`src/rtl/wb_stage_nway.sv`:
```
// N-lane write-back stage: per-lane load/ALU select, r0 and same-bundle WAW suppression, perf counters.
// One cycle to registered outputs; wb_stall_OUT is combinational and holds the whole bundle while any load waits.
module wb_stage_nway #(
  parameter int LANES       = 2,
  parameter int DATA_W      = 32,
  parameter int REG_AW      = 5,
  parameter int STALL_CNT_W = 16
) (
  input  logic                    CLK,
  input  logic                    RESET,
  input  logic [LANES-1:0]        do_writeback,
  input  logic [LANES-1:0]        MemtoReg,
  input  logic [LANES-1:0]        mem_valid,
  input  logic                    flush,
  input  logic [LANES*DATA_W-1:0] aluResult,
  input  logic [LANES*DATA_W-1:0] Data_input,
  input  logic [LANES*REG_AW-1:0] writeRegister,
  output logic [LANES*DATA_W-1:0] writeData_OUT,
  output logic [LANES*REG_AW-1:0] writeRegister_OUT,
  output logic [LANES-1:0]        do_writeback_OUT,
  output logic                    wb_stall_OUT,
  output logic [31:0]             retired_count_OUT,
  output logic [STALL_CNT_W-1:0]  stall_cycles_OUT
);

  localparam int PC_W = $clog2(LANES + 1);

  logic [LANES*DATA_W-1:0] sel_dat;
  logic [LANES-1:0]        wait_vec;
  logic [LANES-1:0]        commit_vec;
  logic [PC_W-1:0]         commit_cnt;
  logic                    stall;

  logic [LANES*DATA_W-1:0] wdata_q;
  logic [LANES*REG_AW-1:0] wreg_q;
  logic [LANES-1:0]        wen_q;
  logic [31:0]             retired_q;
  logic [STALL_CNT_W-1:0]  stall_q;

  // Younger lanes (higher index) win a destination conflict, so older lanes drop their enable.
  always_comb begin
    sel_dat    = '0;
    wait_vec   = '0;
    commit_vec = '0;
    commit_cnt = '0;
    for (int k = 0; k < LANES; k++) begin
      sel_dat[k*DATA_W +: DATA_W] = MemtoReg[k] ? Data_input[k*DATA_W +: DATA_W]
                                                : aluResult[k*DATA_W +: DATA_W];
      wait_vec[k]   = do_writeback[k] & MemtoReg[k] & ~mem_valid[k];
      commit_vec[k] = do_writeback[k] & (writeRegister[k*REG_AW +: REG_AW] != '0);
      for (int j = k + 1; j < LANES; j++) begin
        if (do_writeback[j] &&
            (writeRegister[j*REG_AW +: REG_AW] == writeRegister[k*REG_AW +: REG_AW]))
          commit_vec[k] = 1'b0;
      end
      commit_cnt = commit_cnt + PC_W'(commit_vec[k]);
    end
  end

  assign stall = |wait_vec;

  always_ff @(posedge CLK or posedge RESET) begin
    if (RESET) begin
      wdata_q   <= '0;
      wreg_q    <= '0;
      wen_q     <= '0;
      retired_q <= '0;
      stall_q   <= '0;
    end else if (flush) begin
      wen_q <= '0;
    end else if (stall) begin
      wen_q <= '0;
      if (stall_q != {STALL_CNT_W{1'b1}})
        stall_q <= stall_q + STALL_CNT_W'(1);
    end else begin
      wdata_q   <= sel_dat;
      wreg_q    <= writeRegister;
      wen_q     <= commit_vec;
      retired_q <= retired_q + 32'(commit_cnt);
    end
  end

  assign writeData_OUT     = wdata_q;
  assign writeRegister_OUT = wreg_q;
  assign do_writeback_OUT  = wen_q;
  assign wb_stall_OUT      = stall;
  assign retired_count_OUT = retired_q;
  assign stall_cycles_OUT  = stall_q;

endmodule
```
`config.mk`:
```
export PLATFORM = sky130hd
export DESIGN_NAME = wb_stage_nway
export DESIGN_NICKNAME = d
export VERILOG_FILES = /design/src/rtl/wb_stage_nway.sv
export SDC_FILE = /design/constraint.sdc
export NUM_CORES = 1
export LEC_CHECK = 0
export ABC_CLOCK_PERIOD_IN_PS = 3700
export BUFFER_PORTS_ARGS = -buffer_cell sky130_fd_sc_hd__buf_2
export CAP_MARGIN = 15
export CORE_MARGIN = 2
export CORE_UTILIZATION = 35
export DETAILED_ROUTE_END_ITERATION = 6
export PLACE_DENSITY = 0.66
export SYNTH_ARGS = -nofsm -noshare
export SYNTH_HDL_FRONTEND = slang
export SYNTH_SLANG_ARGS = --single-unit
export TNS_END_PERCENT = 10
```
`constraint.sdc`:
```
create_clock -name CLK -period 3.7 [get_ports CLK]
set_clock_uncertainty 0.2 [all_clocks]
set_input_delay 0.37 -clock CLK [delete_from_list [all_inputs] [get_ports CLK]]
set_output_delay 0.37 -clock CLK [all_outputs]
set_load 0.02 [all_outputs]
```
== After elaboration in Yosys (flattened, before gate mapping) ==
Index checks and enable logic that the tools add are counted.

* Bitwise operators: 10
* Reduce and logical (&&, ||, !) cells: 6
* $add $sub $neg: 3
* Equality and inequality tests: 2
* Multiplexer cells: 5

{| class="wikitable"
|+ Operator list
! kind !! count
|-
| $mux 32 || 2
|-
| $add 32x2->32 || 1
|-
| $add 16x1->16 const B || 1
|-
| $ne 16x16->1 const B || 1
|-
| $reduce_bool 5->1 || 2
|-
| $and 1x1->1 || 6
|-
| $eq 5x5->1 || 1
|-
| $mux 2 || 2
|-
| $not 1->1 || 4
|-
| $reduce_and 3->1 || 1
|-
| $add 1x1->2 || 1
|-
| $reduce_and 2->1 || 1
|-
| $reduce_or 2->1 || 1
|-
| $logic_and 1x1->1 || 1
|-
| $mux 1 || 1
|}

* Word-level logic and storage cells: 31
* Input port bits: 147
* Output and inout bits: 125
* Register bits: 124

== Longest topological paths before layout ==
Gate-level depths: netlist (run 1).

* Depth after elaboration: 5
* Gate-level depth with buffers: 12
* Gate-level depth less buffers: 12

== Least setup slack after synthesis (run 1) ==
No wires, ideal clock.

* Kind: input-to-reg
* From: input port writeRegister[5]
* To: register retired_q[31], in the netlist retired_count_OUT[31]
* Path slack: 866 ps
* Stages on the path: 10
* Required time: 3421 ps
* Arrival time: 2555 ps
* Setup time: 79 ps
* Path buffers: 0
* Cells stage by stage: xor2_1 -> nor4_1 -> nand3_1 -> o211ai_1 -> fa_1 -> nand4b_1 -> or3_1 -> or4b_4 -> nor3_2 -> xor2_1

* Word-level cells in the longest chain between the ends: 5

{| class="wikitable"
|+ RTL lines
! item !! RTL line !! text
|-
| start, declared || 17 || <nowiki>input logic [LANES*REG_AW-1:0] writeRegister,</nowiki>
|-
| $eq 5x5->1 || 53 || <nowiki>(writeRegister[j*REG_AW +: REG_AW] == writeRegister[k*REG_AW +: REG_AW]))</nowiki>
|-
| $logic_and 1x1->1 || 52 || <nowiki>if (do_writeback[j] &&</nowiki>
|-
| $mux 1 || 52 ||
|-
| $add 1x1->2 (*) || 56 || <nowiki>commit_cnt = commit_cnt + PC_W'(commit_vec[k]);</nowiki>
|-
| $add 32x2->32 (*) || 79 || <nowiki>retired_q <= retired_q + 32'(commit_cnt);</nowiki>
|-
| end signal, assigned || 79 ||
|-
| end, declared || 37 || <nowiki>logic [31:0] retired_q;</nowiki>
|}

Mark *: on every way between the ends. The rest lies on a longest branch, timed or not.
A chain may end at the register's enable or synchronous reset.

== Worst setup path in the final report (run 1) ==
* From: input port writeRegister[4]
* To: register retired_q[24], in the netlist retired_count_OUT[24]

* Word-level cells in the longest chain between the ends: 5

{| class="wikitable"
|+ RTL lines
! item !! RTL line
|-
| $reduce_bool 5->1 / $eq 5x5->1 (equally long branches) || 50, 53
|-
| $and 1x1->1 / $logic_and 1x1->1 (equally long branches) || 50, 52
|-
| $mux 1 (*) || 52
|-
| $add 1x1->2 (*) || 56
|-
| $add 32x2->32 (*) || 79
|}

Marks and branches as above.

==> results_dict.tcl, run 1 <==
set metrics [dict create \
    post-place-cells 1007 \
    buffers_from_clock_root_to_sink_at_most 2 \
    number_of_global_route_vias_before_repair 4920 \
    cellPowerDensity_nw_per_um2 529 \
    sequence_of_cells_on_the_critical_path "dlygate4sd3_1 > buf_2 > xor2_1 > nor4_1 > nand3_1 > o211ai_1 > fa_1 > inv_1 > ha_2 > nand3_1 > nor4_1 > nand3_1 > nor3_1 > xor2_1" \
    data_arrival_time_of_the_critical_path_ps 3510 \
    timing.final.crit_period_ps 3380 \
    timing.hold.worst.class "in -> reg" \
    die_y_um 131 \
    drtAntennaViolNets 0 \
    wire_per_inst_um 15.3 \
    tritoncts_clock_tree "yes" \
    crit_path_max_fanout 8 \
    grt_setup_unrepaired "false" \
    drc 0 \
    met3_wirelength_mm 1.09 \
    clock_sinks 124 \
    ios 272 \
    cp_common_cell "sky130_fd_sc_hd__nand3_1" \
    post_cts_buffers 0 \
    timing.final.setup_violations 0 \
    timing_max_transition_violations_final 0 \
    route.vias.total 4902 \
    final_cell_mix "sky130_fd_sc_hd__buf_2, sky130_fd_sc_hd__dfrtp_1, sky130_fd_sc_hd__nand2_1, sky130_fd_sc_hd__o21ai_0, sky130_fd_sc_hd__mux2i_1" \
    yosys_warning_count 0 \
    initial_core_utilization_pct 35.7 \
    die_area_um2 17200 \
    rows 46 \
    critPathMaxStageDelay_ps 550 \
    max-vdd-ir-drop_v 0.000418 \
    dr_wl_met2_mm 7.62 \
    achievable-frequency_mhz 296 \
    route.layer.met1.wl_mm 6.85 \
    drt_pass1_iterations 6 \
    initialDrtViolationCount 205 \
    numCtsBuffers 17 \
    worstSetupEndpointType "register" \
    vias_per_cell 4.68 \
    post_route_cells_drive_above_1_share_pct 38.9 \
    most_common_cell_after_layout_fill_and_taps_aside "sky130_fd_sc_hd__buf_2" \
    final_cells 1048 \
    critPathLaunchType "input port" \
    finalNetCount 968 \
    cts.root.buffer_cell "sky130_fd_sc_hd__clkbuf_16" \
    latest_clock_arrival_within_the_worst_skew_pair_ps 410 \
    rrSetupSlack_ps 1000 \
    place.port_buffers 271 \
    width_of_the_die_um 131 \
    run_status "finished clean" \
    place.gp.congestion 0.795 \
    synth_nets 688 \
    netlist_cell_types 33 \
    grt_pass1_wl_mm 26.0 \
    critical_path.n_buffers_inverters 3 \
    syn_avg_cell_area_um2 10.5 \
    finalWirelength_mm 16.0 \
    routed.top_layer "met4" \
    setup_tns_ps 0 \
    worst_slew_margin_rel_pct 56.4 \
    core_area_um2 15900 \
    synth.cell_area_um2 5670 \
    timing.critical_path.slowest_stage_cell "sky130_fd_sc_hd__dlygate4sd3_1" \
    grt_start_max_net_pins 118 \
    worstSetupPathType "in -> reg" \
    hpwl_mm 12.2 \
    worstMarginPinSlew_ps 650 \
    leakagePower_nw 4.21 \
    worst-endpoint-required_ps 3830 \
    track_usage_pct 19.1 \
    timing.final.hold_violations 0 \
    cts.htree.levels 4 \
    clkTransAtPathRegs_ps 50 \
    synth-seq-area-share_pct 54.7 \
    postSynthCellCount 538 \
    grt-ovfl-total 0 \
    crit_family "simple AND/OR/NAND/NOR gates" \
    hold_slack_ps 35.3 \
    antenna_found_initial 1 \
    finalWorstSetupSlack_ps 324 \
    finalInstanceArea_um2 8000 \
    placed_area_um2 7280 \
    synthToLayoutAreaGrowth_pct 41.1 \
    preCtsSetupSlack_ps 489 \
    maxCapViolCount 0 \
    synth_seq_cells 124 \
    final.period_utilization_pct 91.3 \
]
-- worst paths after layout --
check,startpoint,endpoint,depth (start not counted)
setup / recovery,writeRegister[4],retired_count_OUT[24],14
max in group asynchronous,RESET,writeData_OUT[54],4
min in group asynchronous,RESET,writeRegister_OUT[4],3
hold reg to reg,writeRegister_OUT[4],writeRegister_OUT[4],2
setup reg to reg,retired_count_OUT[0],retired_count_OUT[24],9
hold / removal,writeRegister[0],writeRegister_OUT[0],3
-- flip-flops by register name, summed over array words and instances, names as in the netlist --
signal             count
writeRegister_OUT     10
stall_cycles_OUT      16
retired_count_OUT     32
do_writeback_OUT       2
writeData_OUT         64
-- tightest hold or removal path, cell delays in order --
cell and delay [ps]:
sky130_fd_sc_hd__buf_2 110, sky130_fd_sc_hd__nand2_1 70, sky130_fd_sc_hd__nand2_1 60
-- where the power goes --
group | internal, mW | total (mW) | switching (mW) | leakage [nW]
sequential | 1.53 | 1.65 | 0.126 | 1.58
combinational | 0.323 | 0.860 | 0.537 | 2.33
clock | 1.12 | 1.72 | 0.603 | 0.299
total | 2.97 | 4.23 | 1.27 | 4.21
-- cell usage after synthesis --
cell                       number  share of area, %
sky130_fd_sc_hd__o22a_1         1              0.15
sky130_fd_sc_hd__nor4_1         3              0.33
sky130_fd_sc_hd__nand2_1      107               7.1
sky130_fd_sc_hd__mux2i_1       64                11
sky130_fd_sc_hd__and4_1         2              0.31
sky130_fd_sc_hd__nand4b_4       1              0.42
sky130_fd_sc_hd__nor3_1         4              0.35
sky130_fd_sc_hd__or3_1          1              0.11
sky130_fd_sc_hd__buf_1          1             0.066
sky130_fd_sc_hd__inv_2          1             0.066
sky130_fd_sc_hd__and3_1         9              0.99
sky130_fd_sc_hd__nor2b_1        2              0.22
sky130_fd_sc_hd__inv_1          8              0.53
sky130_fd_sc_hd__clkbuf_1      14              0.93
sky130_fd_sc_hd__nand2b_1       1              0.11
sky130_fd_sc_hd__or4b_4         1              0.24
sky130_fd_sc_hd__dfrtp_1      124                55
sky130_fd_sc_hd__o211ai_1       1              0.13
sky130_fd_sc_hd__nand3_1       22               1.9
sky130_fd_sc_hd__xor2_1        12               1.9
sky130_fd_sc_hd__nand4b_1       2              0.31
sky130_fd_sc_hd__nor4_2         1              0.22
sky130_fd_sc_hd__nand4_1       19               2.1
sky130_fd_sc_hd__nor3_2         3              0.53
sky130_fd_sc_hd__nor3b_1        1              0.13
sky130_fd_sc_hd__xnor2_1       38               5.9
sky130_fd_sc_hd__fa_1           1              0.35
sky130_fd_sc_hd__or4_1          2              0.26
sky130_fd_sc_hd__mux2_2         2              0.40
sky130_fd_sc_hd__nor2_1        12              0.79
sky130_fd_sc_hd__o21ai_0       66               5.8
sky130_fd_sc_hd__ha_1           2              0.44
sky130_fd_sc_hd__buf_2         10              0.88
-- layer usage --
metal / vias to the layer above / track usage [%]
li1: 2415 / -
met1: 2275 / 23.6
met2: 179 / 30.9
met3: 33 / 6.37
met4: 0 / 7.67
met5: - / 0
-- per-stage QoR --
stage | utilization (%) | power, mW
3_5_place_dp | 45.8 | 2.54
2_1_floorplan | - | 2.16
3_3_place_gp | 45.8 | 2.52
6_report | 50.3 | 4.23
4_1_cts | 50.3 | 4.29
5_1_grt | 50.3 | 4.45
-- area by class of cell --
type                       count  area [µm²]
timing repair buffer         286        1510
sequential                   124        3100
tap                          216         270
clock buffer                  20         467
antenna                        1        2.50
clock inverter                12         161
inverter                       9        37.5
multi-input combinational    380        2440
fill                        1506        7890
-- timing repair --
item | CTS | global route
hold buffers | 8 | 0
endpoints found under the hold margin | 27 | 0
endpoints found under the setup margin | 0 | 1
gates resized for setup | 0 | 2
-- cell families (layout without fill, tap and decap cells) --
group | Yosys count | count (layout) | share of synthesized area (%)
compound gates | 68 | 68 | 6.11
xor+xnor | 50 | 50 | 7.72
fa+ha+maj | 3 | 3 | 0.794
buf+inv | 34 | 327 | 2.47
flops | 124 | 124 | 54.7
mux | 66 | 66 | 11.7
other cells | 0 | 1 | 0
simple gates | 193 | 193 | 16.5
(Power assumes the default switching activity.)
==> inputs of run 2 (changes only) <==
--- a/config.mk
+++ b/config.mk
@@ -5,13 +5,13 @@
 export SDC_FILE = /design/constraint.sdc
 export NUM_CORES = 1
 export LEC_CHECK = 0
-export ABC_CLOCK_PERIOD_IN_PS = 3700
+export ABC_CLOCK_PERIOD_IN_PS = 3600
 export BUFFER_PORTS_ARGS = -buffer_cell sky130_fd_sc_hd__buf_2
 export CAP_MARGIN = 15
 export CORE_MARGIN = 2
 export CORE_UTILIZATION = 35
 export DETAILED_ROUTE_END_ITERATION = 6
-export PLACE_DENSITY = 0.66
+export PLACE_DENSITY = 0.63
 export SYNTH_ARGS = -nofsm -noshare
 export SYNTH_HDL_FRONTEND = slang
 export SYNTH_SLANG_ARGS = --single-unit
==> constraint.sdc (replaced) <==
create_clock -name CLK -period 3.6 [get_ports CLK]
set_clock_uncertainty 0.2 [all_clocks]
set_input_delay 0.36 -clock CLK [delete_from_list [all_inputs] [get_ports CLK]]
set_output_delay 0.36 -clock CLK [all_outputs]
set_load 0.02 [all_outputs]
==> run 2 against run 1 <==
Net effect:
- sequential share of layout area down 0.055 points
- register-to-register slack worse by 90 ps
- core utilization is 0.071 points higher
- power grew 0.50%
- via count is 0.59% higher
- hold slack hardly changed
- die area stayed put
- routed wire length down 1.3%
- global-route usage down 0.40 points
- combinational power rose by 2.7%
- flip-flop and latch count did not move
- critical endpoint is now retired_count_OUT[31]
- largest cell class unchanged
- largest power group is now sequential cells
==> results_dict.tcl, run 2 (synthesized netlist as in run 1, its figures left out) <==
set metrics [dict create \
    run_status "finished clean" \
    sequence_of_cells_on_the_critical_path "dlygate4sd3_1 > buf_2 > xor2_1 > nor4_1 > nand3_1 > o211ai_1 > fa_1 > nand4b_1 > or3_1 > or4b_4 > nor3_2 > xor2_1" \
    grt-ovfl-total 0 \
    latest_clock_arrival_within_the_worst_skew_pair_ps 410 \
    clkTransAtPathRegs_ps 50 \
    preCtsSetupSlack_ps 330 \
    timing.final.crit_period_ps 3420 \
    core_area_um2 15900 \
    tritoncts_clock_tree "yes" \
    achievable-frequency_mhz 293 \
    max-vdd-ir-drop_v 0.000380 \
    critPathLaunchType "input port" \
    place.gp.congestion 0.830 \
    rows 46 \
    worstMarginPinSlew_ps 656 \
    finalNetCount 971 \
    timing_max_transition_violations_final 0 \
    timing.hold.worst.class "in -> reg" \
    drc 0 \
    totalPowerFinal_mw 4.25 \
    ios 272 \
    vias_per_cell 4.71 \
    track_usage_pct 18.7 \
    synthToLayoutAreaGrowth_pct 41.2 \
    place.port_buffers 271 \
    dr_wl_met2_mm 7.62 \
    cts.htree.levels 4 \
    timing.critical_path.slowest_stage_cell "sky130_fd_sc_hd__dlygate4sd3_1" \
    timing.final.setup_violations 0 \
    finalWirelength_mm 15.8 \
    hpwl_mm 11.7 \
    most_common_cell_after_layout_fill_and_taps_aside "sky130_fd_sc_hd__buf_2" \
    final.period_utilization_pct 95.0 \
    clock_sinks 124 \
    route.layer.met1.wl_mm 6.77 \
    width_of_the_die_um 131 \
    drt_pass1_iterations 5 \
    route.vias.total 4931 \
    number_of_global_route_vias_before_repair 4837 \
    final_cell_mix "sky130_fd_sc_hd__buf_2, sky130_fd_sc_hd__dfrtp_1, sky130_fd_sc_hd__nand2_1, sky130_fd_sc_hd__o21ai_0, sky130_fd_sc_hd__mux2i_1" \
    cts.root.buffer_cell "sky130_fd_sc_hd__clkbuf_16" \
    post_route_cells_drive_above_1_share_pct 38.7 \
    die_y_um 131 \
    maxCapViolCount 0 \
    buffers_from_clock_root_to_sink_at_most 2 \
    worstSetupEndpointType "register" \
    numCtsBuffers 17 \
    leakagePower_nw 4.22 \
    grt_start_max_net_pins 125 \
    worst_slew_margin_rel_pct 56.0 \
    finalWorstSetupSlack_ps 181 \
    data_arrival_time_of_the_critical_path_ps 3540 \
    timing.final.hold_violations 0 \
    met3_wirelength_mm 1.16 \
    antenna_found_initial 0 \
    cellPowerDensity_nw_per_um2 531 \
    wire_per_inst_um 15.1 \
    post_cts_buffers 0 \
    initialDrtViolationCount 158 \
    largest_reg_flops 64 \
    critPathMaxStageDelay_ps 540 \
    die_area_um2 17200 \
    initial_core_utilization_pct 35.7 \
    worstSetupPathType "in -> reg" \
    cp_common_cell "sky130_fd_sc_hd__xor2_1" \
    antenna_cells_inserted 0 \
    grt_pass1_wl_mm 25.5 \
    drtAntennaViolNets 0 \
    routed.top_layer "met4" \
    worst-endpoint-required_ps 3720 \
    crit_path_max_fanout 3 \
]
## run 2: worst paths after layout
kind	startpoint	endpoint	slack, ps	depth (start not counted)
worst max register to register	retired_count_OUT[0]	retired_count_OUT[31]	910	7
min in group asynchronous	RESET	writeData_OUT[46]	500	4
worst min register to register	writeRegister_OUT[6]	writeRegister_OUT[6]	270	2
max in group asynchronous	RESET	writeData_OUT[17]	2220	4
worst max-delay path	writeRegister[0]	retired_count_OUT[31]	180	12
worst min-delay path	aluResult[6]	writeData_OUT[6]	40	3
## run 2: final cells by class
class	count	area, µm²
fill	1502	7880
sequential	124	3100
multi-input combinational	380	2450
timing repair buffer	289	1560
clock buffer	23	498
tap	216	270
clock inverter	7	87.6
inverter	9	37.5
## run 2: critical path: cells and delay by family
| kind | cells | cell delay (ps) |
|---|---|---|
| AO/OA/AOI/OAI | 1 | 170 |
| XOR/XNOR | 2 | 320 |
| adder cells (fa/ha/maj) | 1 | 500 |
| buffers and inverters | 2 | 680 |
| AND/OR/NAND/NOR | 6 | 1500 |
## run 2: stage by stage
| step | instances | hold WS (ps) | setup TNS (ps) | instance area, µm² | utilization (%) |
|---|---|---|---|---|---|
| after CTS | 1048 | 19.6 | 0 | 7990 | 50.3 |
| after global routing | 1048 | 43.4 | -6.54 | 8010 | 50.4 |
| final | 1048 | 35.2 | 0 | 8010 | 50.4 |
| after detailed placement | 1007 | 258 | 0 | 7290 | 45.9 |
| after floorplan | 538 | 265 | 0 | 5670 | - |
| after global placement | 1007 | 253 | 0 | 7290 | 45.9 |
## run 2: timing repair
item / CTS / global route
resized for setup: 0 / 4
hold endpoints to repair: 98 / 0
hold buffers: 11 / 0
setup endpoints to repair: 0 / 3
## run 2: report_power, final
part	leakage (nW)	switching [mW]	internal, mW	total, mW
registers	1.58	0.136	1.57	1.71
logic	2.35	0.545	0.338	0.883
clock network	0.291	0.567	1.10	1.66
## run 2: routing by layer
| layer | GRT usage (%) | vias up |
|---|---|---|
| li1 | - | 2424 |
| met1 | 23.8 | 2263 |
| met2 | 30.7 | 214 |
| met3 | 5.48 | 30 |
| met4 | 6.04 | 0 |
| met5 | 0 | - |
